**src/rtl/ex_stage_if.sv**
```systemverilog
// ID/EX operands and controls in, EX/ME pipeline register contents out.
// master drives the stage (ID side / bench), slave is the execute stage.
interface ex_stage_if;
  logic [31:0] EX_ReadData1, EX_ReadData2, EX_SignImm, EX_PCPlus4;
  logic [31:0] EX_FwdME, EX_FwdWB;
  logic [4:0]  EX_Shamt, EX_RegToWrite;
  logic [1:0]  EX_C_FwdA, EX_C_FwdB, EX_C_HiLoRead, EX_C_Jump, EX_C_Extend;
  logic [3:0]  EX_C_ALUOp;
  logic        EX_C_ALUSrc, EX_C_ShiftVar;
  logic        EX_C_RegWrite, EX_C_DataSource, EX_C_MemWrite, EX_C_StoreLoad, EX_C_Halt;
  logic        EX_C_Stall_DB;

  logic [31:0] EX_ALUOut_O, EX_DataToWrite_O, EX_PCPlus4_O;
  logic [4:0]  EX_RegToWrite_O;
  logic        EX_C_RegWrite_O, EX_C_DataSource_O, EX_C_MemWrite_O, EX_C_StoreLoad_O, EX_C_Halt_O;
  logic [1:0]  EX_C_Jump_O, EX_C_Extend_O;
  logic        EX_Busy;

  modport master (
    output EX_ReadData1, EX_ReadData2, EX_SignImm, EX_PCPlus4, EX_FwdME, EX_FwdWB,
           EX_Shamt, EX_RegToWrite, EX_C_FwdA, EX_C_FwdB, EX_C_HiLoRead, EX_C_Jump,
           EX_C_Extend, EX_C_ALUOp, EX_C_ALUSrc, EX_C_ShiftVar, EX_C_RegWrite,
           EX_C_DataSource, EX_C_MemWrite, EX_C_StoreLoad, EX_C_Halt, EX_C_Stall_DB,
    input  EX_ALUOut_O, EX_DataToWrite_O, EX_PCPlus4_O, EX_RegToWrite_O, EX_C_RegWrite_O,
           EX_C_DataSource_O, EX_C_MemWrite_O, EX_C_StoreLoad_O, EX_C_Halt_O,
           EX_C_Jump_O, EX_C_Extend_O, EX_Busy
  );

  modport slave (
    input  EX_ReadData1, EX_ReadData2, EX_SignImm, EX_PCPlus4, EX_FwdME, EX_FwdWB,
           EX_Shamt, EX_RegToWrite, EX_C_FwdA, EX_C_FwdB, EX_C_HiLoRead, EX_C_Jump,
           EX_C_Extend, EX_C_ALUOp, EX_C_ALUSrc, EX_C_ShiftVar, EX_C_RegWrite,
           EX_C_DataSource, EX_C_MemWrite, EX_C_StoreLoad, EX_C_Halt, EX_C_Stall_DB,
    output EX_ALUOut_O, EX_DataToWrite_O, EX_PCPlus4_O, EX_RegToWrite_O, EX_C_RegWrite_O,
           EX_C_DataSource_O, EX_C_MemWrite_O, EX_C_StoreLoad_O, EX_C_Halt_O,
           EX_C_Jump_O, EX_C_Extend_O, EX_Busy
  );
endinterface

```
**src/rtl/ex_stage.sv**
```systemverilog
// MIPS execute stage: operand forwarding, single-cycle ALU, iterative mul/div into HI/LO,
// and the EX/ME pipeline register. Emits bubbles while the mul/div unit is busy.
module ex_stage #(
  parameter int MD_STEPS = 32
) (
  input logic       clk,
  input logic       rst_n,
  ex_stage_if.slave bus
);
  localparam int CW = $clog2(MD_STEPS);

  typedef enum logic [1:0] {IDLE, MUL, DIV} md_state_t;

  md_state_t   state;
  logic [CW-1:0] count;
  logic [63:0] acc;
  logic [31:0] opnd, hi, lo;
  logic        neg, sign_a, div0, busy;

  logic [31:0] fwd_a, fwd_b, alu_b, alu_res, result, abs_a, abs_b;
  logic [4:0]  sh;
  logic        md_op, signed_op;
  logic [32:0] mul_sum, div_shift;
  logic [63:0] prod_next, prod_fin;
  logic [31:0] div_sub, rem_next, quo_next;
  logic        div_ge;

  always_comb begin
    unique case (bus.EX_C_FwdA)
      2'b01:   fwd_a = bus.EX_FwdME;
      2'b10:   fwd_a = bus.EX_FwdWB;
      default: fwd_a = bus.EX_ReadData1;
    endcase
    unique case (bus.EX_C_FwdB)
      2'b01:   fwd_b = bus.EX_FwdME;
      2'b10:   fwd_b = bus.EX_FwdWB;
      default: fwd_b = bus.EX_ReadData2;
    endcase
    alu_b = bus.EX_C_ALUSrc ? bus.EX_SignImm : fwd_b;
    sh    = bus.EX_C_ShiftVar ? fwd_a[4:0] : bus.EX_Shamt;

    unique case (bus.EX_C_ALUOp)
      4'h0:    alu_res = fwd_a + alu_b;
      4'h1:    alu_res = fwd_a - alu_b;
      4'h2:    alu_res = fwd_a & alu_b;
      4'h3:    alu_res = fwd_a | alu_b;
      4'h4:    alu_res = fwd_a ^ alu_b;
      4'h5:    alu_res = ~(fwd_a | alu_b);
      4'h6:    alu_res = {31'b0, $signed(fwd_a) < $signed(alu_b)};
      4'h7:    alu_res = {31'b0, fwd_a < alu_b};
      4'h8:    alu_res = alu_b << sh;
      4'h9:    alu_res = alu_b >> sh;
      4'hA:    alu_res = $unsigned($signed(alu_b) >>> sh);
      4'hB:    alu_res = {alu_b[15:0], 16'h0};
      default: alu_res = 32'h0;
    endcase

    unique case (bus.EX_C_HiLoRead)
      2'b01:   result = hi;
      2'b10:   result = lo;
      default: result = alu_res;
    endcase
  end

  // Mul/div operands come from the forwarded register values, never the immediate.
  assign md_op     = (bus.EX_C_ALUOp[3:2] == 2'b11);
  assign signed_op = md_op && !bus.EX_C_ALUOp[0];
  assign abs_a     = (signed_op && fwd_a[31]) ? -fwd_a : fwd_a;
  assign abs_b     = (signed_op && fwd_b[31]) ? -fwd_b : fwd_b;

  // acc holds {partial product, remaining multiplier} for MUL and {remainder, dividend} for DIV.
  always_comb begin
    mul_sum   = {1'b0, acc[63:32]} + (acc[0] ? {1'b0, opnd} : 33'd0);
    prod_next = {mul_sum, acc[31:1]};
    prod_fin  = neg ? -prod_next : prod_next;
    div_shift = {acc[63:32], acc[31]};
    div_ge    = (div_shift >= {1'b0, opnd});
    div_sub   = div_shift[31:0] - opnd;
    rem_next  = div_ge ? div_sub : div_shift[31:0];
    quo_next  = {acc[30:0], div_ge};
  end

  always_ff @(posedge clk or negedge rst_n) begin
    if (!rst_n) begin
      state  <= IDLE;
      count  <= '0;
      acc    <= 64'h0;
      opnd   <= 32'h0;
      neg    <= 1'b0;
      sign_a <= 1'b0;
      div0   <= 1'b0;
      hi     <= 32'h0;
      lo     <= 32'h0;
      busy   <= 1'b0;
    end else if (!bus.EX_C_Stall_DB) begin
      unique case (state)
        IDLE: if (md_op) begin
          acc    <= {32'h0, abs_a};
          opnd   <= abs_b;
          sign_a <= signed_op && fwd_a[31];
          neg    <= signed_op && (fwd_a[31] ^ fwd_b[31]);
          div0   <= (fwd_b == 32'h0);
          count  <= '0;
          state  <= bus.EX_C_ALUOp[1] ? DIV : MUL;
          busy   <= 1'b1;
        end
        MUL: if (count == CW'(MD_STEPS - 1)) begin
          {hi, lo} <= prod_fin;
          state    <= IDLE;
          busy     <= 1'b0;
        end else begin
          acc   <= prod_next;
          count <= count + 1'b1;
        end
        DIV: if (count == CW'(MD_STEPS - 1)) begin
          lo    <= div0 ? 32'hFFFF_FFFF : (neg ? -quo_next : quo_next);
          hi    <= sign_a ? -rem_next : rem_next;
          state <= IDLE;
          busy  <= 1'b0;
        end else begin
          acc   <= {rem_next, quo_next};
          count <= count + 1'b1;
        end
        default: state <= IDLE;
      endcase
    end
  end

  assign bus.EX_Busy = busy;

  // EX/ME register; the issuing mul/div and all busy-cycle slots go down as non-writing.
  always_ff @(posedge clk or negedge rst_n) begin
    if (!rst_n) begin
      bus.EX_ALUOut_O       <= 32'h0;
      bus.EX_DataToWrite_O  <= 32'h0;
      bus.EX_PCPlus4_O      <= 32'h0;
      bus.EX_RegToWrite_O   <= 5'h0;
      bus.EX_C_RegWrite_O   <= 1'b0;
      bus.EX_C_DataSource_O <= 1'b0;
      bus.EX_C_MemWrite_O   <= 1'b0;
      bus.EX_C_StoreLoad_O  <= 1'b0;
      bus.EX_C_Halt_O       <= 1'b0;
      bus.EX_C_Jump_O       <= 2'b00;
      bus.EX_C_Extend_O     <= 2'b00;
    end else if (!bus.EX_C_Stall_DB) begin
      if (busy) begin
        bus.EX_ALUOut_O       <= 32'h0;
        bus.EX_DataToWrite_O  <= 32'h0;
        bus.EX_PCPlus4_O      <= 32'h0;
        bus.EX_RegToWrite_O   <= 5'h0;
        bus.EX_C_RegWrite_O   <= 1'b0;
        bus.EX_C_DataSource_O <= 1'b0;
        bus.EX_C_MemWrite_O   <= 1'b0;
        bus.EX_C_StoreLoad_O  <= 1'b0;
        bus.EX_C_Halt_O       <= 1'b0;
        bus.EX_C_Jump_O       <= 2'b00;
        bus.EX_C_Extend_O     <= 2'b00;
      end else begin
        bus.EX_ALUOut_O       <= result;
        bus.EX_DataToWrite_O  <= fwd_b;
        bus.EX_PCPlus4_O      <= bus.EX_PCPlus4;
        bus.EX_RegToWrite_O   <= bus.EX_RegToWrite;
        bus.EX_C_RegWrite_O   <= bus.EX_C_RegWrite && !md_op;
        bus.EX_C_DataSource_O <= bus.EX_C_DataSource;
        bus.EX_C_MemWrite_O   <= bus.EX_C_MemWrite && !md_op;
        bus.EX_C_StoreLoad_O  <= bus.EX_C_StoreLoad;
        bus.EX_C_Halt_O       <= bus.EX_C_Halt;
        bus.EX_C_Jump_O       <= bus.EX_C_Jump;
        bus.EX_C_Extend_O     <= bus.EX_C_Extend;
      end
    end
  end
endmodule

```
**src/flat_wrapper.sv**
```systemverilog
// flat-port wrapper written by rule: the top's interface ports become plain ports
module ex_stage_flat 
#(
  parameter int MD_STEPS = 32
)
  (clk, rst_n, bus_EX_ReadData1, bus_EX_ReadData2, bus_EX_SignImm, bus_EX_PCPlus4, bus_EX_FwdME, bus_EX_FwdWB, bus_EX_Shamt, bus_EX_RegToWrite, bus_EX_C_FwdA, bus_EX_C_FwdB, bus_EX_C_HiLoRead, bus_EX_C_Jump, bus_EX_C_Extend, bus_EX_C_ALUOp, bus_EX_C_ALUSrc, bus_EX_C_ShiftVar, bus_EX_C_RegWrite, bus_EX_C_DataSource, bus_EX_C_MemWrite, bus_EX_C_StoreLoad, bus_EX_C_Halt, bus_EX_C_Stall_DB, bus_EX_ALUOut_O, bus_EX_DataToWrite_O, bus_EX_PCPlus4_O, bus_EX_RegToWrite_O, bus_EX_C_RegWrite_O, bus_EX_C_DataSource_O, bus_EX_C_MemWrite_O, bus_EX_C_StoreLoad_O, bus_EX_C_Halt_O, bus_EX_C_Jump_O, bus_EX_C_Extend_O, bus_EX_Busy);
  ex_stage_if bus_i ();
  input logic clk;
  input logic rst_n;
  input wire logic [$bits(bus_i.EX_ReadData1)-1:0] bus_EX_ReadData1;
  input wire logic [$bits(bus_i.EX_ReadData2)-1:0] bus_EX_ReadData2;
  input wire logic [$bits(bus_i.EX_SignImm)-1:0] bus_EX_SignImm;
  input wire logic [$bits(bus_i.EX_PCPlus4)-1:0] bus_EX_PCPlus4;
  input wire logic [$bits(bus_i.EX_FwdME)-1:0] bus_EX_FwdME;
  input wire logic [$bits(bus_i.EX_FwdWB)-1:0] bus_EX_FwdWB;
  input wire logic [$bits(bus_i.EX_Shamt)-1:0] bus_EX_Shamt;
  input wire logic [$bits(bus_i.EX_RegToWrite)-1:0] bus_EX_RegToWrite;
  input wire logic [$bits(bus_i.EX_C_FwdA)-1:0] bus_EX_C_FwdA;
  input wire logic [$bits(bus_i.EX_C_FwdB)-1:0] bus_EX_C_FwdB;
  input wire logic [$bits(bus_i.EX_C_HiLoRead)-1:0] bus_EX_C_HiLoRead;
  input wire logic [$bits(bus_i.EX_C_Jump)-1:0] bus_EX_C_Jump;
  input wire logic [$bits(bus_i.EX_C_Extend)-1:0] bus_EX_C_Extend;
  input wire logic [$bits(bus_i.EX_C_ALUOp)-1:0] bus_EX_C_ALUOp;
  input wire logic [$bits(bus_i.EX_C_ALUSrc)-1:0] bus_EX_C_ALUSrc;
  input wire logic [$bits(bus_i.EX_C_ShiftVar)-1:0] bus_EX_C_ShiftVar;
  input wire logic [$bits(bus_i.EX_C_RegWrite)-1:0] bus_EX_C_RegWrite;
  input wire logic [$bits(bus_i.EX_C_DataSource)-1:0] bus_EX_C_DataSource;
  input wire logic [$bits(bus_i.EX_C_MemWrite)-1:0] bus_EX_C_MemWrite;
  input wire logic [$bits(bus_i.EX_C_StoreLoad)-1:0] bus_EX_C_StoreLoad;
  input wire logic [$bits(bus_i.EX_C_Halt)-1:0] bus_EX_C_Halt;
  input wire logic [$bits(bus_i.EX_C_Stall_DB)-1:0] bus_EX_C_Stall_DB;
  output wire logic [$bits(bus_i.EX_ALUOut_O)-1:0] bus_EX_ALUOut_O;
  output wire logic [$bits(bus_i.EX_DataToWrite_O)-1:0] bus_EX_DataToWrite_O;
  output wire logic [$bits(bus_i.EX_PCPlus4_O)-1:0] bus_EX_PCPlus4_O;
  output wire logic [$bits(bus_i.EX_RegToWrite_O)-1:0] bus_EX_RegToWrite_O;
  output wire logic [$bits(bus_i.EX_C_RegWrite_O)-1:0] bus_EX_C_RegWrite_O;
  output wire logic [$bits(bus_i.EX_C_DataSource_O)-1:0] bus_EX_C_DataSource_O;
  output wire logic [$bits(bus_i.EX_C_MemWrite_O)-1:0] bus_EX_C_MemWrite_O;
  output wire logic [$bits(bus_i.EX_C_StoreLoad_O)-1:0] bus_EX_C_StoreLoad_O;
  output wire logic [$bits(bus_i.EX_C_Halt_O)-1:0] bus_EX_C_Halt_O;
  output wire logic [$bits(bus_i.EX_C_Jump_O)-1:0] bus_EX_C_Jump_O;
  output wire logic [$bits(bus_i.EX_C_Extend_O)-1:0] bus_EX_C_Extend_O;
  output wire logic [$bits(bus_i.EX_Busy)-1:0] bus_EX_Busy;
  assign bus_i.EX_ReadData1 = bus_EX_ReadData1;
  assign bus_i.EX_ReadData2 = bus_EX_ReadData2;
  assign bus_i.EX_SignImm = bus_EX_SignImm;
  assign bus_i.EX_PCPlus4 = bus_EX_PCPlus4;
  assign bus_i.EX_FwdME = bus_EX_FwdME;
  assign bus_i.EX_FwdWB = bus_EX_FwdWB;
  assign bus_i.EX_Shamt = bus_EX_Shamt;
  assign bus_i.EX_RegToWrite = bus_EX_RegToWrite;
  assign bus_i.EX_C_FwdA = bus_EX_C_FwdA;
  assign bus_i.EX_C_FwdB = bus_EX_C_FwdB;
  assign bus_i.EX_C_HiLoRead = bus_EX_C_HiLoRead;
  assign bus_i.EX_C_Jump = bus_EX_C_Jump;
  assign bus_i.EX_C_Extend = bus_EX_C_Extend;
  assign bus_i.EX_C_ALUOp = bus_EX_C_ALUOp;
  assign bus_i.EX_C_ALUSrc = bus_EX_C_ALUSrc;
  assign bus_i.EX_C_ShiftVar = bus_EX_C_ShiftVar;
  assign bus_i.EX_C_RegWrite = bus_EX_C_RegWrite;
  assign bus_i.EX_C_DataSource = bus_EX_C_DataSource;
  assign bus_i.EX_C_MemWrite = bus_EX_C_MemWrite;
  assign bus_i.EX_C_StoreLoad = bus_EX_C_StoreLoad;
  assign bus_i.EX_C_Halt = bus_EX_C_Halt;
  assign bus_i.EX_C_Stall_DB = bus_EX_C_Stall_DB;
  assign bus_EX_ALUOut_O = bus_i.EX_ALUOut_O;
  assign bus_EX_DataToWrite_O = bus_i.EX_DataToWrite_O;
  assign bus_EX_PCPlus4_O = bus_i.EX_PCPlus4_O;
  assign bus_EX_RegToWrite_O = bus_i.EX_RegToWrite_O;
  assign bus_EX_C_RegWrite_O = bus_i.EX_C_RegWrite_O;
  assign bus_EX_C_DataSource_O = bus_i.EX_C_DataSource_O;
  assign bus_EX_C_MemWrite_O = bus_i.EX_C_MemWrite_O;
  assign bus_EX_C_StoreLoad_O = bus_i.EX_C_StoreLoad_O;
  assign bus_EX_C_Halt_O = bus_i.EX_C_Halt_O;
  assign bus_EX_C_Jump_O = bus_i.EX_C_Jump_O;
  assign bus_EX_C_Extend_O = bus_i.EX_C_Extend_O;
  assign bus_EX_Busy = bus_i.EX_Busy;
  ex_stage #(.MD_STEPS(MD_STEPS)) u_core (.clk(clk), .rst_n(rst_n), .bus(bus_i));
endmodule
```
**config.mk**
```make
export PLATFORM = sky130hd
export DESIGN_NAME = ex_stage_flat
export DESIGN_NICKNAME = d
export VERILOG_FILES = /design/src/rtl/ex_stage_if.sv /design/src/rtl/ex_stage.sv /design/src/flat_wrapper.sv
export SDC_FILE = /design/constraint.sdc
export NUM_CORES = 2
export LEC_CHECK = 0
export ABC_AREA = 0
export ABC_CLOCK_PERIOD_IN_PS = 6900
export BUFFER_PORTS_ARGS = -buffer_cell sky130_fd_sc_hd__clkbuf_2
export CAP_MARGIN = 30
export CORE_ASPECT_RATIO = 1.2
export CORE_MARGIN = 2
export CORE_UTILIZATION = 45
export DETAILED_ROUTE_END_ITERATION = 8
export GPL_TIMING_DRIVEN = 0
export PLACE_DENSITY_LB_ADDON = 0.15
export SKIP_CTS_REPAIR_TIMING = 1
export SYNTH_ARGS = -nofsm -noshare
export SYNTH_HDL_FRONTEND = slang
export SYNTH_SLANG_ARGS = --single-unit
```
**constraint.sdc**
```tcl
create_clock -name clk -period 6.9 [get_ports clk]
set_input_delay 1.035 -clock clk [delete_from_list [all_inputs] [get_ports clk]]
set_output_delay 1.035 -clock clk [all_outputs]
set_load 0.005 [all_outputs]
```
==> load_flow_metrics.sql <==
INSERT INTO impl_metrics (metric_group, metric, value, unit) VALUES
('synthesis', 'synth.avg_cell_area', '7.234', 'um^2'),
('synthesis', 'ys_seq_elements', '281', ''),
('sta', 'report.final.setup_viol', '0', ''),
('synthesis', 'synthDominantAreaCellType', 'dfrtp_1', ''),
('grt', 'grt_antenna_before_repair', '5', ''),
('grt', 'global_route.usage.total', '47.46', '%'),
('clocking', 'tritoncts_clock_tree', 'built', ''),
('clocking', 'worstSkewPairLatency', '0.60', 'ns'),
('critical_path', 'critical_path.max_stage_delay', '0.98', 'ns'),
('route', 'vias_per_cell', '6.669', ''),
('sta', 'finalClockSkew', '0.03747', 'ns'),
('sta', 'slew_headroom', '19.25', '%'),
('critical_path', 'timing.reg2reg.setup_slack', '0.26', 'ns'),
('route', 'totalWireLength', '175800', 'um'),
('die', 'die_width', '245.3', 'um'),
('synthesis', 'synth.yosys.seq_area_share', '22.37', '%'),
('critical_path', 'critPathCaptureType', 'register', ''),
('pwr', 'power_leakage', '15.89', 'nW'),
('min_path', 'min_path_type', 'register to register', ''),
('run_status', 'run_status', 'completed', ''),
('sta', 'finalHoldViolCount', '0', ''),
('critical_path', 'crit_buf_inv', '7', ''),
('sta', 'maxSlewViolCount', '0', ''),
('synthesis', 'netlist_instances', '4346', ''),
('sta', 'worst_slack', '0.07880', 'ns'),
('sta', 'period_minus_slack', '6.821', 'ns'),
('die', 'fp.dieArea', '72000', 'um^2'),
('pwr', 'power_density_over_cell_area', '319.3', 'nW/um^2'),
('synthesis', 'ys.flop_type', 'dfrtp_1', ''),
('critical_path', 'critPathSlowestCell', 'a2111oi_0', ''),
('synthesis', 'syn-num-nets', '4760', ''),
('critical_path', 'critPathMaxFanout', '10', ''),
('pwr', 'cellInternalPower', '5.422', 'mW'),
('place', 'port_buffers', '333', ''),
('synthesis', 'synth_enable_flop_cells', '0', ''),
('clocking', 'tritoncts.num_buffers', '34', ''),
('critical_path', 'crit_family', 'compound AO/OA/AOI/OAI gates', ''),
('synthesis', 'post_synth_instance_area', '31440', 'um^2'),
('synthesis', 'synth_largest_type_area_fraction', '22.37', '%'),
('die', 'ios', '337', ''),
('critical_path', 'setup.worst_path.start_class', 'primary input', ''),
('route', 'first_pass_iters', '8', ''),
('die', 'fp.coreArea', '69360', 'um^2'),
('clocking', 'clk_sinks', '281', ''),
('synthesis', 'synth.distinct_cells', '90', ''),
('critical_path', 'timing_worst_setup_path_type', 'primary input to register', ''),
('pwr', 'seqPwrFrac', '19.7', '%'),
('layout', 'regArea', '7032', 'um^2'),
('grt', 'global_route_wire_length_before_repair', '249700', 'um'),
('synthesis', 'yosysMostFrequentCell', 'nand2_1', ''),
('route', 'detail_route.drc_violations', '0', ''),
('sta', 'fin_worst_hold_slack', '0.4773', 'ns'),
('clocking', 'clk_path_buf_depth', '3', ''),
('route', 'wire_per_inst', '30.74', 'um'),
('clocking', 'clock_tree.root_cell', 'clkbuf_16', ''),
('die', 'chipHeight', '293.5', 'um'),
('pwr', 'fraction_of_power_spent_switching_nets', '53.10', '%'),
('grt', 'pin_count_of_the_biggest_net_entering_global_routing', '107', ''),
('clocking', 'clk_pin_slew_worst_paths', '0.06', 'ns'),
('synthesis', 'synth_warnings', '0', ''),
('critical_path', 'timing.critical_path.mode_cell', 'inv_1', ''),
('layout', 'post_route_cells_drive_above_1_share', '12.58', '%'),
('die', 'row_cnt', '106', ''),
('sta', 'timing.fmax', '0.1466', 'GHz'),
('grt', 'first_global_vias', '35740', ''),
('place', 'dp_worst_setup_slack', '-0.9122', 'ns'),
('flow_run', 'drv_cap', '0', ''),
('clocking', 'h_tree_depth', '2', ''),
('place', 'place_congestion', '1.102', ''),
('layout', 'final_cells', '5720', ''),
('route', 'drt.antenna.violating_nets', '0', '');
tightest hold or removal path, stage by stage (launching register included):
cell and delay [ns]:
dfrtp_1 0.34, nand2_1 0.04, o21ai_0 0.06
through the flow:
step	cell area, um^2	utilization, %
after global routing	36200	52.18
after global placement	34250	49.38
final	36200	52.19
after detailed placement	34780	50.14
after floorplan	31440	-
after CTS	36010	51.91
worst paths after layout:
check	startpoint	endpoint	cells past startpoint
max in group asynchronous	rst_n	u_core.bus.EX_ALUOut_O[17]$_DFFE_PN0N_	2
hold / removal	u_core.opnd[23]$_DFFE_PN0P_	u_core.opnd[23]$_DFFE_PN0P_	2
setup reg to reg	u_core.acc[40]$_DFFE_PN0P_	u_core.hi[26]$_DFFE_PN0P_	22
setup / recovery	bus_EX_C_FwdB[0]	u_core.bus.EX_ALUOut_O[17]$_DFFE_PN0N_	20
hold reg to reg	u_core.opnd[23]$_DFFE_PN0P_	u_core.opnd[23]$_DFFE_PN0P_	2
min in group asynchronous	rst_n	u_core.opnd[24]$_DFFE_PN0P_	1
flip-flops by register name, indices dropped and copies added (netlist names), 2 cells and up:
name and flops:
u_core.acc 64, u_core.bus.EX_ALUOut_O 32, u_core.bus.EX_DataToWrite_O 32, u_core.bus.EX_PCPlus4_O 32, u_core.hi 32, u_core.lo 32
u_core.opnd 32, u_core.bus.EX_RegToWrite_O 5, u_core.count 5, u_core.bus.EX_C_Extend_O 2, u_core.bus.EX_C_Jump_O 2, u_core.state 2
layout make-up:
type | instances | area share (%)
multi-input cells | 3557 | 62.51
flip-flops and latches | 281 | 19.42
repair buffers | 395 | 6.145
plain buffers | 337 | 3.591
well taps | 918 | 3.173
clock buffers | 43 | 2.582
inverters | 168 | 1.752
clock inverters | 19 | 0.8053
diodes | 2 | 0.01383
cells by family after synthesis:
family	share of synthesized area, %
AOI/OAI and AO/OA	32.88
xor gates and xnor gates	6.435
adders and majority gates	7.578
buffers and inverters	6.145
DFF	22.37
muxes	3.801
and+or+nand+nor	20.80
layout by cell type, fill, tap and decap left out, drive strengths merged, types with 59 or more instances in the layout:
cell,netlist,final
a21o,59,59
a21oi,314,314
a221oi,78,78
a22oi,98,98
buf,49,109
clkbuf,291,666
dfrtp,281,281
ha,184,184
inv,164,169
mux2i,71,71
nand2,625,625
nand2b,64,64
nand3,60,60
nor2,330,330
nor3,68,68
o21ai,510,510
o31ai,85,85
xnor2,151,151
xor2,80,80
power groups by stage:
| stage | logic [mW] | clock network, mW | registers (mW) |
|---|---|---|---|
| 3_3_place_gp | 6.81 | 0 | 2.28 |
| 5_1_grt | 7.63 | 2.10 | 2.31 |
| 6_report | 7.23 | 2.05 | 2.28 |
| 3_5_place_dp | 6.88 | 0 | 2.29 |
| 4_1_cts | 6.90 | 2.05 | 2.26 |
| 2_1_floorplan | 4.47 | 0 | 2.19 |
routing by layer:
layer	share of wire (%)	track usage [%]
met4	11	39.20
met1	36	55.58
met5	0.0068	0
met3	9.3	8.741
met2	44	75.46
(Power assumes the default switching activity.)
